[src/rtl/if_fetch_stage_if.sv]
// Instruction-memory bus between the fetch stage (master) and the instruction memory (slave).
// The read path is combinational: im_rdata answers the im_addr of the same cycle.
interface if_fetch_stage_if;
    logic [31:0] im_addr;
    logic [31:0] im_rdata;

    modport master (output im_addr, input im_rdata);
    modport slave  (input im_addr, output im_rdata);
endinterface

[src/rtl/if_fetch_stage.sv]
// MIPS instruction-fetch stage: PC register, next-PC selection and fetch-address check.
// All outputs are combinational from the PC and the current inputs.
module if_fetch_stage #(
    parameter logic [31:0] PC_RESET   = 32'h0000_3000,
    parameter logic [31:0] EXC_VECTOR = 32'h0000_4180,
    parameter logic [31:0] IM_BASE    = 32'h0000_3000,
    parameter logic [31:0] IM_LIMIT   = 32'h0000_6FFF
) (
    input  logic                     clk,
    input  logic                     reset,
    input  logic                     EN,
    input  logic                     IntExcReq,
    input  logic                     eret,
    input  logic [31:0]              EPC,
    input  logic                     jump_valid,
    input  logic [31:0]              jump_target,
    input  logic                     id_is_jb,
    if_fetch_stage_if.master         imem,
    output logic [31:0]              InstrOut,
    output logic [31:0]              curPCOut,
    output logic [4:0]               ExcCodeOut,
    output logic                     BDOut
);

    localparam logic [4:0] EXC_NONE = 5'd0;
    localparam logic [4:0] EXC_ADEL = 5'd4;

    logic [31:0] r_pc;
    logic [31:0] w_pc_next;
    logic [31:0] w_pc_seq;
    logic        w_adel;
    logic        w_squash;

    assign w_pc_seq = r_pc + 32'd4;

    // Exception entry deliberately outranks a stall; everything else waits for EN.
    always_comb begin
        w_pc_next = w_pc_seq;
        if (IntExcReq) begin
            w_pc_next = EXC_VECTOR;
        end else if (!EN) begin
            w_pc_next = r_pc;
        end else if (eret) begin
            w_pc_next = EPC;
        end else if (jump_valid) begin
            w_pc_next = jump_target;
        end
    end

    always_ff @(posedge clk) begin
        if (reset) begin
            r_pc <= PC_RESET;
        end else begin
            r_pc <= w_pc_next;
        end
    end

    assign w_adel   = (r_pc[1:0] != 2'b00) || (r_pc < IM_BASE) || (r_pc > IM_LIMIT);
    // eret has no delay slot, so the word fetched alongside it becomes a bubble.
    assign w_squash = eret && EN;

    assign imem.im_addr = r_pc;
    assign curPCOut     = r_pc;

    always_comb begin
        InstrOut   = imem.im_rdata;
        ExcCodeOut = EXC_NONE;
        BDOut      = id_is_jb;
        if (w_squash) begin
            InstrOut   = 32'd0;
            ExcCodeOut = EXC_NONE;
            BDOut      = 1'b0;
        end else if (w_adel) begin
            InstrOut   = 32'd0;
            ExcCodeOut = EXC_ADEL;
        end
    end

endmodule
[src/flat_wrapper.sv]
// flat-port wrapper written by rule: the top's interface ports become plain ports
module if_fetch_stage_flat 
#(
    parameter logic [31:0] PC_RESET   = 32'h0000_3000,
    parameter logic [31:0] EXC_VECTOR = 32'h0000_4180,
    parameter logic [31:0] IM_BASE    = 32'h0000_3000,
    parameter logic [31:0] IM_LIMIT   = 32'h0000_6FFF
)
  (clk, reset, EN, IntExcReq, eret, EPC, jump_valid, jump_target, id_is_jb, InstrOut, curPCOut, ExcCodeOut, BDOut, imem_im_addr, imem_im_rdata);
  if_fetch_stage_if imem_i ();
  input  logic clk;
  input  logic reset;
  input  logic EN;
  input  logic IntExcReq;
  input  logic eret;
  input  logic [31:0] EPC;
  input  logic jump_valid;
  input  logic [31:0] jump_target;
  input  logic id_is_jb;
  output logic [31:0] InstrOut;
  output logic [31:0] curPCOut;
  output logic [4:0] ExcCodeOut;
  output logic BDOut;
  output wire logic [$bits(imem_i.im_addr)-1:0] imem_im_addr;
  input wire logic [$bits(imem_i.im_rdata)-1:0] imem_im_rdata;
  assign imem_im_addr = imem_i.im_addr;
  assign imem_i.im_rdata = imem_im_rdata;
  if_fetch_stage #(.PC_RESET(PC_RESET), .EXC_VECTOR(EXC_VECTOR), .IM_BASE(IM_BASE), .IM_LIMIT(IM_LIMIT)) u_core (.clk(clk), .reset(reset), .EN(EN), .IntExcReq(IntExcReq), .eret(eret), .EPC(EPC), .jump_valid(jump_valid), .jump_target(jump_target), .id_is_jb(id_is_jb), .imem(imem_i), .InstrOut(InstrOut), .curPCOut(curPCOut), .ExcCodeOut(ExcCodeOut), .BDOut(BDOut));
endmodule
[config.mk]
export PLATFORM = sky130hd
export DESIGN_NAME = if_fetch_stage_flat
export DESIGN_NICKNAME = d
export VERILOG_FILES = /design/src/rtl/if_fetch_stage_if.sv /design/src/rtl/if_fetch_stage.sv /design/src/flat_wrapper.sv
export SDC_FILE = /design/constraint.sdc
export NUM_CORES = 1
export LEC_CHECK = 0
export CAP_MARGIN = 25
export CORE_MARGIN = 2
export CORE_UTILIZATION = 38
export CTS_CLUSTER_DIAMETER = 30
export DETAILED_ROUTE_END_ITERATION = 10
export GPL_TIMING_DRIVEN = 0
export PLACE_DENSITY = 0.85
export SETUP_SLACK_MARGIN = 0.5
export SLEW_MARGIN = 20
export SYNTH_ARGS = -nofsm -noshare
export SYNTH_HDL_FRONTEND = slang
export SYNTH_SLANG_ARGS = --single-unit
[constraint.sdc]
create_clock -name clk -period 3.1 [get_ports clk]
set_input_delay 0.465 -clock clk [delete_from_list [all_inputs] [get_ports clk]]
set_output_delay 0.465 -clock clk [all_outputs]
set_load 0.05 [all_outputs]
-- Yosys cells after proc, flatten, opt, wreduce, memory -nomap -nowiden
Index checks and enable logic that the tools add are counted.
W data, S select, Z words.
- register bits: 32
- bits of input ports: 103
- logic and storage cells: 20
- $add $sub $neg: 1
- $lt $le $gt $ge: 2
- mux-type cells: 9
- reductions and logical operators: 6
- operators by type and width (operator ; number):
    $mux W32 ; 4
    $add A32 B3 Y32 const B ; 1
    $gt A32 B15 Y1 const B ; 1
    $lt A32 B14 Y1 const B ; 1
    $mux W15 ; 2
    $mux W5 ; 1
    $reduce_bool A2 Y1 ; 2
    $mux W3 ; 1
    $logic_or A1 B1 Y1 ; 2
    $reduce_or A2 Y1 ; 1
    $logic_and A1 B1 Y1 ; 1
    $mux W1 ; 1

-- Depth between registers and ports, before layout
Gate-level depths: netlist of the first run.
- word-level depth: 5
- mapped depth: 7

-- Worst setup path after synthesis of the first run
No wires, ideal clock.
- path type: reg-to-output
- start: reg u_core.r_pc[21], in the netlist u_core.curPCOut[21]
- end: out InstrOut[10]
- arrival: 2.098 ns
- required time: 2.635 ns
- path slack: 0.537 ns
- cell stages (with the launch flop): 8
- path through: dfxtp_1 buf_2 nor4_1 nand3_1 nor3_1 a21boi_4 buf_6 and2_1
- cells in the longest elaborated chain, start to end: 5
- elaborated cells on any way between the ends: 6
- those cells by class: order compare: 2; mux: 2; reduce/logical: 2
- ends and longest elaborated chain (item ; line ; source):
    start: declaration ; if_fetch_stage.sv:28 ; logic [31:0] r_pc;
    start signal: assignment ; if_fetch_stage.sv:54 ; r_pc <= w_pc_next;
    $lt A32 B14 Y1 ; if_fetch_stage.sv:58 ; assign w_adel = (r_pc[1:0] != 2'b00) || (r_pc < IM_BASE) || (r_pc > IM_LIMIT);
    $logic_or A1 B1 Y1 ; if_fetch_stage.sv:58 ;
    $logic_or A1 B1 Y1 (*) ; if_fetch_stage.sv:58 ;
    $mux W32 (*) ; if_fetch_stage.sv:73 ; end else if (w_adel) begin
    $mux W32 (*) ; if_fetch_stage.sv:69 ; if (w_squash) begin
    end: declaration ; flat_wrapper.sv:20 ; output logic [31:0] InstrOut;
Mark *: on every way between the ends. The rest lies on a longest branch, timed or not.

-- Worst setup path in the final report of the first run
- start: reg u_core.r_pc[31], in the netlist u_core.curPCOut[31]
- end: out InstrOut[9]
Same word-level chain as after synthesis.

==> metrics.yaml, run 1 <==
logic_synthesis:
  synth_area_leaders: "dfxtp_1, buf_4, and2_1"
  synth_xor_xnor_area_share_pct: 0.606
  yosysTopAreaCell: "dfxtp_1"
  synth_compound_area_share_pct: 27.6
  syn_avg_cell_area_sq_um: 7.32
  ys_seq_elements: 32
  synth_edf_count: 0
  yosys.area_share.simple_pct: 31.0
  synth_area_sq_um: 2890
  ys_seq_area_share_pct: 22.2
  synthAdderAreaFrac_pct: 0.433
  synthMuxAreaShare_pct: 2.47
  ys_async_sr_fraction_pct: 0
  ys.flop_type: "dfxtp_1"
  syn_inst: 395
  ys_types: 57
  yosysWarnings: 0
  synth.top_cell.area_share_pct: 22.2
  synth_top_family_by_area: "simple AND/OR/NAND/NOR gates"
cts:
  cts_made_buffers: 5
  htreeDepth: 2
  cts_buffer_depth: 2
  clk_latency_ns: 0.28
  cts-root-buf: "clkbuf_8"
  cts_sinks: 32
  cts.clk_slew.worst_paths_ns: 0.08
  cts_tree: "built"
placement:
  placed_cells: 697
  port_buffers: 200
  gp_congestion: 0.980
  hpwl_microns: 10200
  postPlaceCellArea_sq_um: 5030
job:
  cap_violations: 0
timing:
  setup_viol: 0
  rsz0062_at_grt: "yes"
  fmax_mhz: 378
  fin_worst_skew_ns: 0.0105
  fin_hold_ws_ns: 0.582
  relSlewSlack_pct: 47.5
  min_period_ns: 2.65
  hold_viol: 0
  timing.final.max_slew_violations: 0
  worstMarginPinSlew_ns: 0.785
  layout_worst_path_cycle_share_pct: 85.4
cells_and_area:
  fin_area_sq_um: 5510
  drive_above_1_share_pct: 24.3
  fin_util_pct: 75.6
  syn_to_final_growth_pct: 90.6
  mostFrequentLayoutCell: "clkdlybuf4s50_1"
  fillers: 565
  final-instance-count-excl-fill: 713
  antennaDiodeCount: 0
  largest_register_ffs: 30
  nets: 717
  final_cell_mix: "clkdlybuf4s50_1, buf_4, nor2_1"
global_route:
  grt_max_degree: 11
  met1_usage_pct: 38.9
  grt_first_pass_wirelength_microns: 20700
  grt-busiest-layer: "met2"
  antenna_found_initial: 0
  grt_pass1_vias: 3928
  grtUsageTotal_pct: 31.0
  met3_usage_pct: 9.05
  grtUsageMet2_pct: 53.0
  overflow: 0
critical_path:
  critPathLaunchType: "flip-flop"
  critical_path_class: "reg2out"
  crit_chain: "nor4_4, nand3_2, nor3_4, a21boi_4, buf_12, buf_6, and2_4, buf_8"
  cpPeakStageDelay_ns: 0.37
  crit_family: "simple AND/OR/NAND/NOR gates"
  cp_slowest_cell: "dfxtp_4"
  cp_max_fo: 8
  worst-path-buf-inv: 3
  worstPathArrival_ns: 2.18
  end_kind: "output pin"
  required_ns: 2.63
floorplanning:
  dieArea_sq_um: 8320
  io_pins: 205
  rows: 31
  die_w_microns: 91.2
  core_area_sq_um: 7290
  die_h_microns: 91.2
  initial_core_util_pct: 39.7
routing:
  wl_microns: 13800
  post_drt_wl_per_cell_microns: 19.4
  drcViolationCount: 0
  vias_per_cell: 5.70
  vias: 4063
  postRouteAntennaNets: 0
  drt_iter0_markers: 427
  first_pass_iters: 5
power_and_ir_drop:
  power_leakage_nw: 2.22
  pwr_density_cell_nw_per_um2: 321
  p_total_w: 0.00177
  ir_drop_uv: 250
outcome:
  status: "completed"
worst_hold_path:
  hold_class: "reg2reg"
==> where the power goes <==
group          switching [W]  internal (W)
clock network       0.000166      0.000284
logic               0.000464      0.000393
registers          0.0000359      0.000428
total               0.000666       0.00110
==> stage by stage <==
| step | setup slack (ns) | TNS, ns |
|---|---|---|
| after floorplan | 0.537 | 0 |
| after global routing | 0.403 | 0 |
| after global placement | -0.326 | -6.20 |
| after CTS | 0.498 | 0 |
| after detailed placement | -0.343 | -7.12 |
| final | 0.452 | 0 |
==> Yosys cell counts, types with 3 or more instances <==
cell type,instances
buf_4,37
and2_1,34
nor2_1,33
dfxtp_1,32
nand2_1,31
o21ai_0,21
a22oi_1,18
a21oi_1,16
nand3_1,16
clkbuf_1,15
nand4_1,10
nor3_1,10
o22ai_1,10
and3_1,9
inv_1,7
nor4_1,7
buf_2,6
mux2i_1,6
buf_6,5
o211ai_1,5
a211oi_1,4
a221oi_1,4
a22o_1,4
a311oi_1,4
a31oi_1,4
and4_1,4
a221o_1,3
a32o_1,3
o31ai_1,3
==> what timing repair did <==
action,4_1_cts,5_1_grt
cloned,3,0
buffers inserted,4,1
hold buffers,0,0
pin swaps,10,11
endpoints found under the hold margin,0,0
setup endpoints to repair,34,34
resized for setup,262,52
==> worst reg2reg max path, stage by stage (launching register included) <==
cell,delay [ns]
dfxtp_1,0.44
ha_1,0.25
and4_1,0.20
buf_4,0.17
nand2_4,0.08
or4_4,0.49
mux2i_1,0.14
a311o_2,0.35
==> area by class of cell <==
cell class	instances	area, sq um	share of cell area [%]
Timing Repair Buffer	208	2190	39.8
Multi-Input combinational cell	295	1930	35.1
Sequential cell	32	654	11.9
Buffer	64	453	8.22
Tap cell	99	124	2.25
Clock buffer	7	96.3	1.75
Clock inverter	1	30.0	0.545
Inverter	7	26.3	0.477
==> final timing paths <==
| path | end | slack (ns) | cells after the start | startpoint |
|---|---|---|---|---|
| worst max register to register | u_core.curPCOut[20]$_SDFFE_PP0P_ | 0.88 | 7 | u_core.curPCOut[3]$_SDFFE_PP0P_ |
| worst min register to register | u_core.curPCOut[24]$_SDFFE_PP0P_ | 0.58 | 2 | u_core.curPCOut[24]$_SDFFE_PP0P_ |
| worst min-delay path | u_core.curPCOut[24]$_SDFFE_PP0P_ | 0.58 | 2 | u_core.curPCOut[24]$_SDFFE_PP0P_ |
| worst max-delay path | InstrOut[9] | 0.45 | 8 | u_core.curPCOut[31]$_SDFFE_PP0P_ |
==> logic make-up (layout without fill, tap and decap cells) <==
kind of cell | count (synthesis) | after routing
other | 1 | 4
XOR/XNOR | 2 | 2
AO/OA/AOI/OAI | 113 | 113
multiplexers | 7 | 7
buffers and inverters | 71 | 287
flip-flops | 32 | 32
AND/OR/NAND/NOR | 168 | 168
adder cells (fa/ha/maj) | 1 | 1
==> per-layer routing <==
layer  up-vias  wire length, microns  share of wire (%)
met4         0                   269                1.9
met3        36                  1530                 11
met5         -                     0                  0
met2       290                  6570                 48
li1       1869                     -                  -
met1      1868                  5460                 39
Power figures use the tool's default switching activity.
==> inputs of run 2 (changes only) <==
--- a/config.mk
+++ b/config.mk
@@ -6,6 +6,7 @@
 export NUM_CORES = 1
 export LEC_CHECK = 0
 export CAP_MARGIN = 25
+export CORE_ASPECT_RATIO = 1.1
 export CORE_MARGIN = 2
 export CORE_UTILIZATION = 38
 export CTS_CLUSTER_DIAMETER = 30
==> metrics.yaml, run 2 (synthesis gave the netlist of run 1 again) <==
critical_path:
  critical_path_class: "reg2out"
  worstReg2RegStart: "u_core.curPCOut[3]$_SDFFE_PP0P_"
  reg2reg_slack_ns: 0.86  # -0.02 ns
  cp_max_fo: 8  # unchanged
  reg2regPathDepth: 7  # unchanged
  cpPeakStageDelay_ns: 0.36  # about the same
  crit_family: "simple AND/OR/NAND/NOR gates"
  worst-path-buf-inv: 3  # unchanged
  required_ns: 2.63  # about the same
  cp_slowest_cell: "dfxtp_4"
  critPathLaunchType: "flip-flop"
  end_kind: "output pin"
  reg2reg_to: "u_core.curPCOut[20]$_SDFFE_PP0P_"
  worstPathArrival_ns: 2.12  # -0.06 ns
  crit_chain: "nor4_4, nand3_2, nor3_2, a21boi_4, buf_12, clkbuf_16, and2_4, buf_6"
global_route:
  grt_first_pass_wirelength_microns: 19700  # -4.5%
  grtUsageTotal_pct: 30.1  # -0.89 points
  antenna_found_initial: 0  # unchanged
  grt_pass1_vias: 3844  # -2.1%
  overflow: 0  # unchanged
  grt_max_degree: 11  # unchanged
cells_and_area:
  nets: 721  # +0.56%
  syn_to_final_growth_pct: 87.8
  mostFrequentLayoutCell: "clkdlybuf4s50_1"
  final_cell_mix: "clkdlybuf4s50_1, buf_4, buf_6"
  fin_util_pct: 73.0  # -2.5 points
  antennaDiodeCount: 0  # unchanged
  largest_register_ffs: 30  # unchanged
  drive_above_1_share_pct: 24.8  # +0.49 points
placement:
  gp_congestion: 0.950  # -3.0%
  hpwl_microns: 9900  # -2.7%
  port_buffers: 200  # unchanged
  dp_slack_ns: -0.272  # +0.0710 ns
routing:
  post_drt_wl_per_cell_microns: 18.7  # -3.5%
  wl_microns: 13200  # -4.6%
  vias: 4035  # -0.69%
  drt_iter0_markers: 421  # -1.4%
  vias_per_cell: 5.72  # +0.44%
  postRouteAntennaNets: 0  # unchanged
  first_pass_iters: 5  # unchanged
  drcViolationCount: 0  # unchanged
worst_hold_path:
  min_to: "u_core.curPCOut[23]$_SDFFE_PP0P_"
  hold_class: "reg2reg"
  hold_depth: 2  # unchanged
  min-delay-start: "u_core.curPCOut[23]$_SDFFE_PP0P_"
timing:
  timing.final.max_slew_violations: 0  # unchanged
  layout_worst_path_cycle_share_pct: 83.3  # -2.1 points
  relSlewSlack_pct: 47.3  # -0.23 points
  tns_ns: 0  # unchanged
  worstMarginPinSlew_ns: 0.788  # +0.00341 ns
  min_period_ns: 2.58  # -0.0650 ns
  fin_worst_skew_ns: 0.00386  # -0.00668 ns
  setup_viol: 0  # unchanged
  fmax_mhz: 387  # +2.5%
  hold_viol: 0  # unchanged
  rsz0062_at_grt: "yes"
  setup_slack_ns: 0.517  # +0.0650 ns
cts:
  cts_buffer_depth: 2  # unchanged
  clk_latency_ns: 0.29  # about the same
  cts-root-buf: "clkbuf_8"
  cts_sinks: 32  # unchanged
  cts.clk_slew.worst_paths_ns: 0.07  # about the same
  htreeDepth: 2  # unchanged
  cts_tree: "built"
  cts_made_buffers: 5  # unchanged
  cts_hold_buf: 0  # unchanged
floorplanning:
  rows: 33  # +6.5%
  die_w_microns: 87.2  # -4.5%
  dieArea_sq_um: 8320  # about the same
  initial_core_util_pct: 38.9  # -0.75 points
  die_h_microns: 95.5  # +4.7%
  core_area_sq_um: 7430  # +1.9%
  io_pins: 205  # unchanged
power_and_ir_drop:
  power_leakage_nw: 2.21  # -0.62%
  ir_drop_uv: 162  # -35%
  p_total_w: 0.00165  # -6.8%
  pwr_density_cell_nw_per_um2: 304  # -5.4%
outcome:
  status: "completed"
job:
  cap_violations: 0  # unchanged
[run 2: worst max-delay path by stage]
stage / end / start / cells past startpoint
floorplan: InstrOut[10] / u_core.curPCOut[21]$_SDFFE_PP0P_ / 7
global placement: BDOut / EN / 5
detailed placement: BDOut / EN / 5
CTS: InstrOut[27] / u_core.curPCOut[31]$_SDFFE_PP0P_ / 7
global route: InstrOut[18] / u_core.curPCOut[31]$_SDFFE_PP0P_ / 8
finish: InstrOut[14] / u_core.curPCOut[31]$_SDFFE_PP0P_ / 8
[run 2: tightest hold or removal path: stages (launching register included)]
cell and delay [ns]:
dfxtp_4 0.37, nand3_1 0.07, o22ai_1 0.07
[run 2: where the power goes]
part           total [W]  switching [W]  leakage (nW)  internal (W)
combinational   0.000838       0.000453          1.89      0.000386
clock           0.000347       0.000166        0.0455      0.000181
sequential      0.000464      0.0000368         0.268      0.000427
[run 2: per-layer routing]
layer  GRT usage, %  routed length (microns)
met5              0                        0
met4           9.62                      300
met3           4.24                     1150
met2           50.6                     6300
met1           39.7                     5440
[run 2: through the flow]
step | std cells | hold WS, ns | area (sq um)
after CTS | 697 | 0.537 | 5180
after detailed placement | 685 | 0.566 | 5010
final | 705 | 0.551 | 5430
after floorplan | 398 | 0.534 | 2900
after global placement | 685 | 0.557 | 5010
after global routing | 705 | 0.575 | 5430
[run 2: cell type report]
type / count / area, sq um
Multi-Input combinational cell: 295 / 1930
Sequential cell: 32 / 664
Inverter: 7 / 26.3
Clock buffer: 8 / 90.1
Buffer: 64 / 447
Fill cell: 591 / 2000
Timing Repair Buffer: 212 / 2160
Tap cell: 87 / 109
[run 2: timing repair]
| action | in CTS | in global routing |
|---|---|---|
| gates cloned | 1 | 2 |
| gates resized for setup | 235 | 54 |
| pin swaps | 5 | 4 |
| buffers inserted | 3 | 6 |
| endpoints found under the setup margin | 34 | 34 |
==> inputs of run 3 (changes only) <==
--- a/config.mk
+++ b/config.mk
@@ -8,11 +8,11 @@
 export CAP_MARGIN = 25
 export CORE_ASPECT_RATIO = 1.1
 export CORE_MARGIN = 2
-export CORE_UTILIZATION = 38
+export CORE_UTILIZATION = 32
 export CTS_CLUSTER_DIAMETER = 30
 export DETAILED_ROUTE_END_ITERATION = 10
 export GPL_TIMING_DRIVEN = 0
-export PLACE_DENSITY = 0.85
+export PLACE_DENSITY = 0.76
 export SETUP_SLACK_MARGIN = 0.5
 export SLEW_MARGIN = 20
 export SYNTH_ARGS = -nofsm -noshare
==> constraint.sdc (replaced) <==
create_clock -name clk -period 2.2 [get_ports clk]
set_input_delay 0.33 -clock clk [delete_from_list [all_inputs] [get_ports clk]]
set_output_delay 0.33 -clock clk [all_outputs]
set_load 0.05 [all_outputs]
==> metrics.yaml, run 3 (synthesis gave the netlist of run 1 again) <==
cts:
  cts_buffer_depth: 2  # unchanged
  cts_sinks: 32  # unchanged
  cts_tree: "built"
  cts_made_buffers: 5  # unchanged
  cts.clk_slew.worst_paths_ns: 0.08  # about the same
  htreeDepth: 2  # unchanged
  clk_latency_ns: 0.29  # about the same
  cts-root-buf: "clkbuf_8"
timing:
  fin_hold_ws_ns: 0.314  # -0.237 ns
  timing.final.max_slew_violations: 0  # unchanged
  rsz0062_at_grt: "yes"
  relSlewSlack_pct: 53.1  # +5.8 points
  worstMarginPinSlew_ns: 0.704  # -0.0841 ns
  setup_viol: 32  # +32
  min_period_ns: 2.47
  setup_slack_ns: -0.270  # -0.787 ns
  layout_worst_path_cycle_share_pct: 112
  fmax_mhz: 405
  hold_viol: 0  # unchanged
  fin_worst_skew_ns: 0.0126  # +0.00869 ns
floorplanning:
  die_w_microns: 94.6  # +8.6%
  die_h_microns: 104  # +8.6%
  core_area_sq_um: 8830  # +19%
  io_pins: 205  # unchanged
  rows: 36  # +9.1%
  initial_core_util_pct: 32.8  # -6.2 points
  dieArea_sq_um: 9810  # +18%
cells_and_area:
  antennaDiodeCount: 0  # unchanged
  mostFrequentLayoutCell: "clkdlybuf4s50_1"
  final_cell_mix: "clkdlybuf4s50_1, buf_4, dlygate4sd2_1"
  fin_area_sq_um: 6030  # +11%
  syn_to_final_growth_pct: 109
  drive_above_1_share_pct: 40.6  # +16 points
  nets: 739  # +2.5%
  largest_register_ffs: 30  # unchanged
  fin_util_pct: 68.3  # -4.7 points
global_route:
  grt_pass1_vias: 3998  # +4.0%
  grt_max_degree: 11  # unchanged
  antenna_found_initial: 0  # unchanged
  overflow: 0  # unchanged
  grt_first_pass_wirelength_microns: 21700  # +9.7%
  grtUsageTotal_pct: 28.1  # -2.1 points
critical_path:
  reg2regPathDepth: 7  # unchanged
  worstReg2RegStart: "u_core.curPCOut[3]$_SDFFE_PP0P_"
  critPathLaunchType: "flip-flop"
  required_ns: 1.87  # -0.76 ns
  end_kind: "output pin"
  reg2reg_to: "u_core.curPCOut[20]$_SDFFE_PP0P_"
  cp_max_fo: 8  # unchanged
  critical_path_class: "reg2out"
  crit_path_start: "u_core.curPCOut[31]$_SDFFE_PP0P_"
  reg2reg_slack_ns: 0.31  # -0.55 ns
  worstPathArrival_ns: 2.14  # +0.02 ns
outcome:
  violations: "negative setup slack"
  status: "complete, but fails checks"
power_and_ir_drop:
  p_total_w: 0.00248  # +51%
  power_leakage_nw: 2.67  # +21%
  ir_drop_uv: 256  # +58%
  pwr_density_cell_nw_per_um2: 412  # +36%
worst_hold_path:
  min-delay-start: "reset"
  hold_depth: 2  # unchanged
  hold_class: "in2reg"
  min_to: "u_core.curPCOut[7]$_SDFFE_PP0P_"
placement:
  postPlaceCellArea_sq_um: 5270  # +5.1%
  gp_congestion: 0.955  # +0.52%
  port_buffers: 200  # unchanged
  dp_slack_ns: -0.840  # -0.568 ns
  hpwl_microns: 10300  # +3.7%
routing:
  post_drt_wl_per_cell_microns: 19.6  # +4.8%
  vias: 4204  # +4.2%
  first_pass_iters: 5  # unchanged
  drt_iter0_markers: 385  # -8.6%
  wl_microns: 14700  # +12%
  postRouteAntennaNets: 0  # unchanged
  drcViolationCount: 0  # unchanged
  vias_per_cell: 5.61  # -2.1%
job:
  cap_violations: 0  # unchanged
run 3: cell types whose count changed in the layout (fill, tap and decap cells not counted), sizes merged:
cell,before,now
clkbuf,25,24
clkinv,0,1
clkdlybuf4s50,166,97
clkdlybuf4s15,1,10
dlygate4sd2,0,49
bufinv,0,1
buf,92,120
run 3: report_power, final:
part | switching, W | internal [W]
registers | 0.0000461 | 0.000594
clock network | 0.000249 | 0.000337
logic | 0.000678 | 0.000580
total | 0.000973 | 0.00151
run 3: per-layer routing:
metal / track usage (%) / wire length [microns] / part of all wire, % / vias to the layer above
li1: - / - / - / 1918
met1: 34.9 / 5640 / 38 / 1969
met2: 48.4 / 7380 / 50 / 275
met3: 5.31 / 1340 / 9.1 / 42
met4: 8.39 / 350 / 2.4 / 0
met5: 0 / 0 / 0 / -
run 3: per-stage QoR:
step | TNS (ns) | std cells
4_1_cts | -6.82 | 736
3_3_place_gp | -29.71 | 712
5_1_grt | -9.05 | 750
3_5_place_dp | -30.61 | 712
2_1_floorplan | 0 | 398
6_report | -7.42 | 750
run 3: how the worst max path moves through the flow:
stage                    endpoint  slack [ns]
global placement    ExcCodeOut[2]       -0.83
CTS                  InstrOut[16]       -0.24
finish               InstrOut[13]       -0.27
floorplan            InstrOut[10]        0.25
global route         InstrOut[13]       -0.32
detailed placement          BDOut       -0.84
run 3: layout make-up:
class                           instances  area [sq um]
Buffer                                 64           509
Tap cell                              114           143
Clock buffer                            6          72.6
Timing Repair Buffer                  230          2360
Clock inverter                          2          35.0
Sequential cell                        32           728
Multi-Input combinational cell        295          2160
Fill cell                             713          2800
Inverter                                7          26.3
run 3: critical path, stage by stage, from the launching register on:
cell and delay [ns]:
dfxtp_4 0.36, nor4_4 0.31, nand3_2 0.13, nor3_4 0.22
a21boi_4 0.23, buf_12 0.16, clkbuf_16 0.14, and2_4 0.14
buf_8 0.14
run 3: timing repair:
action	4_1_cts	5_1_grt
pin swaps	9	29
gates cloned	2	1
hold buffers	0	0
endpoints found under the setup margin	130	67
resized for setup	388	73
setup buffers	14	13
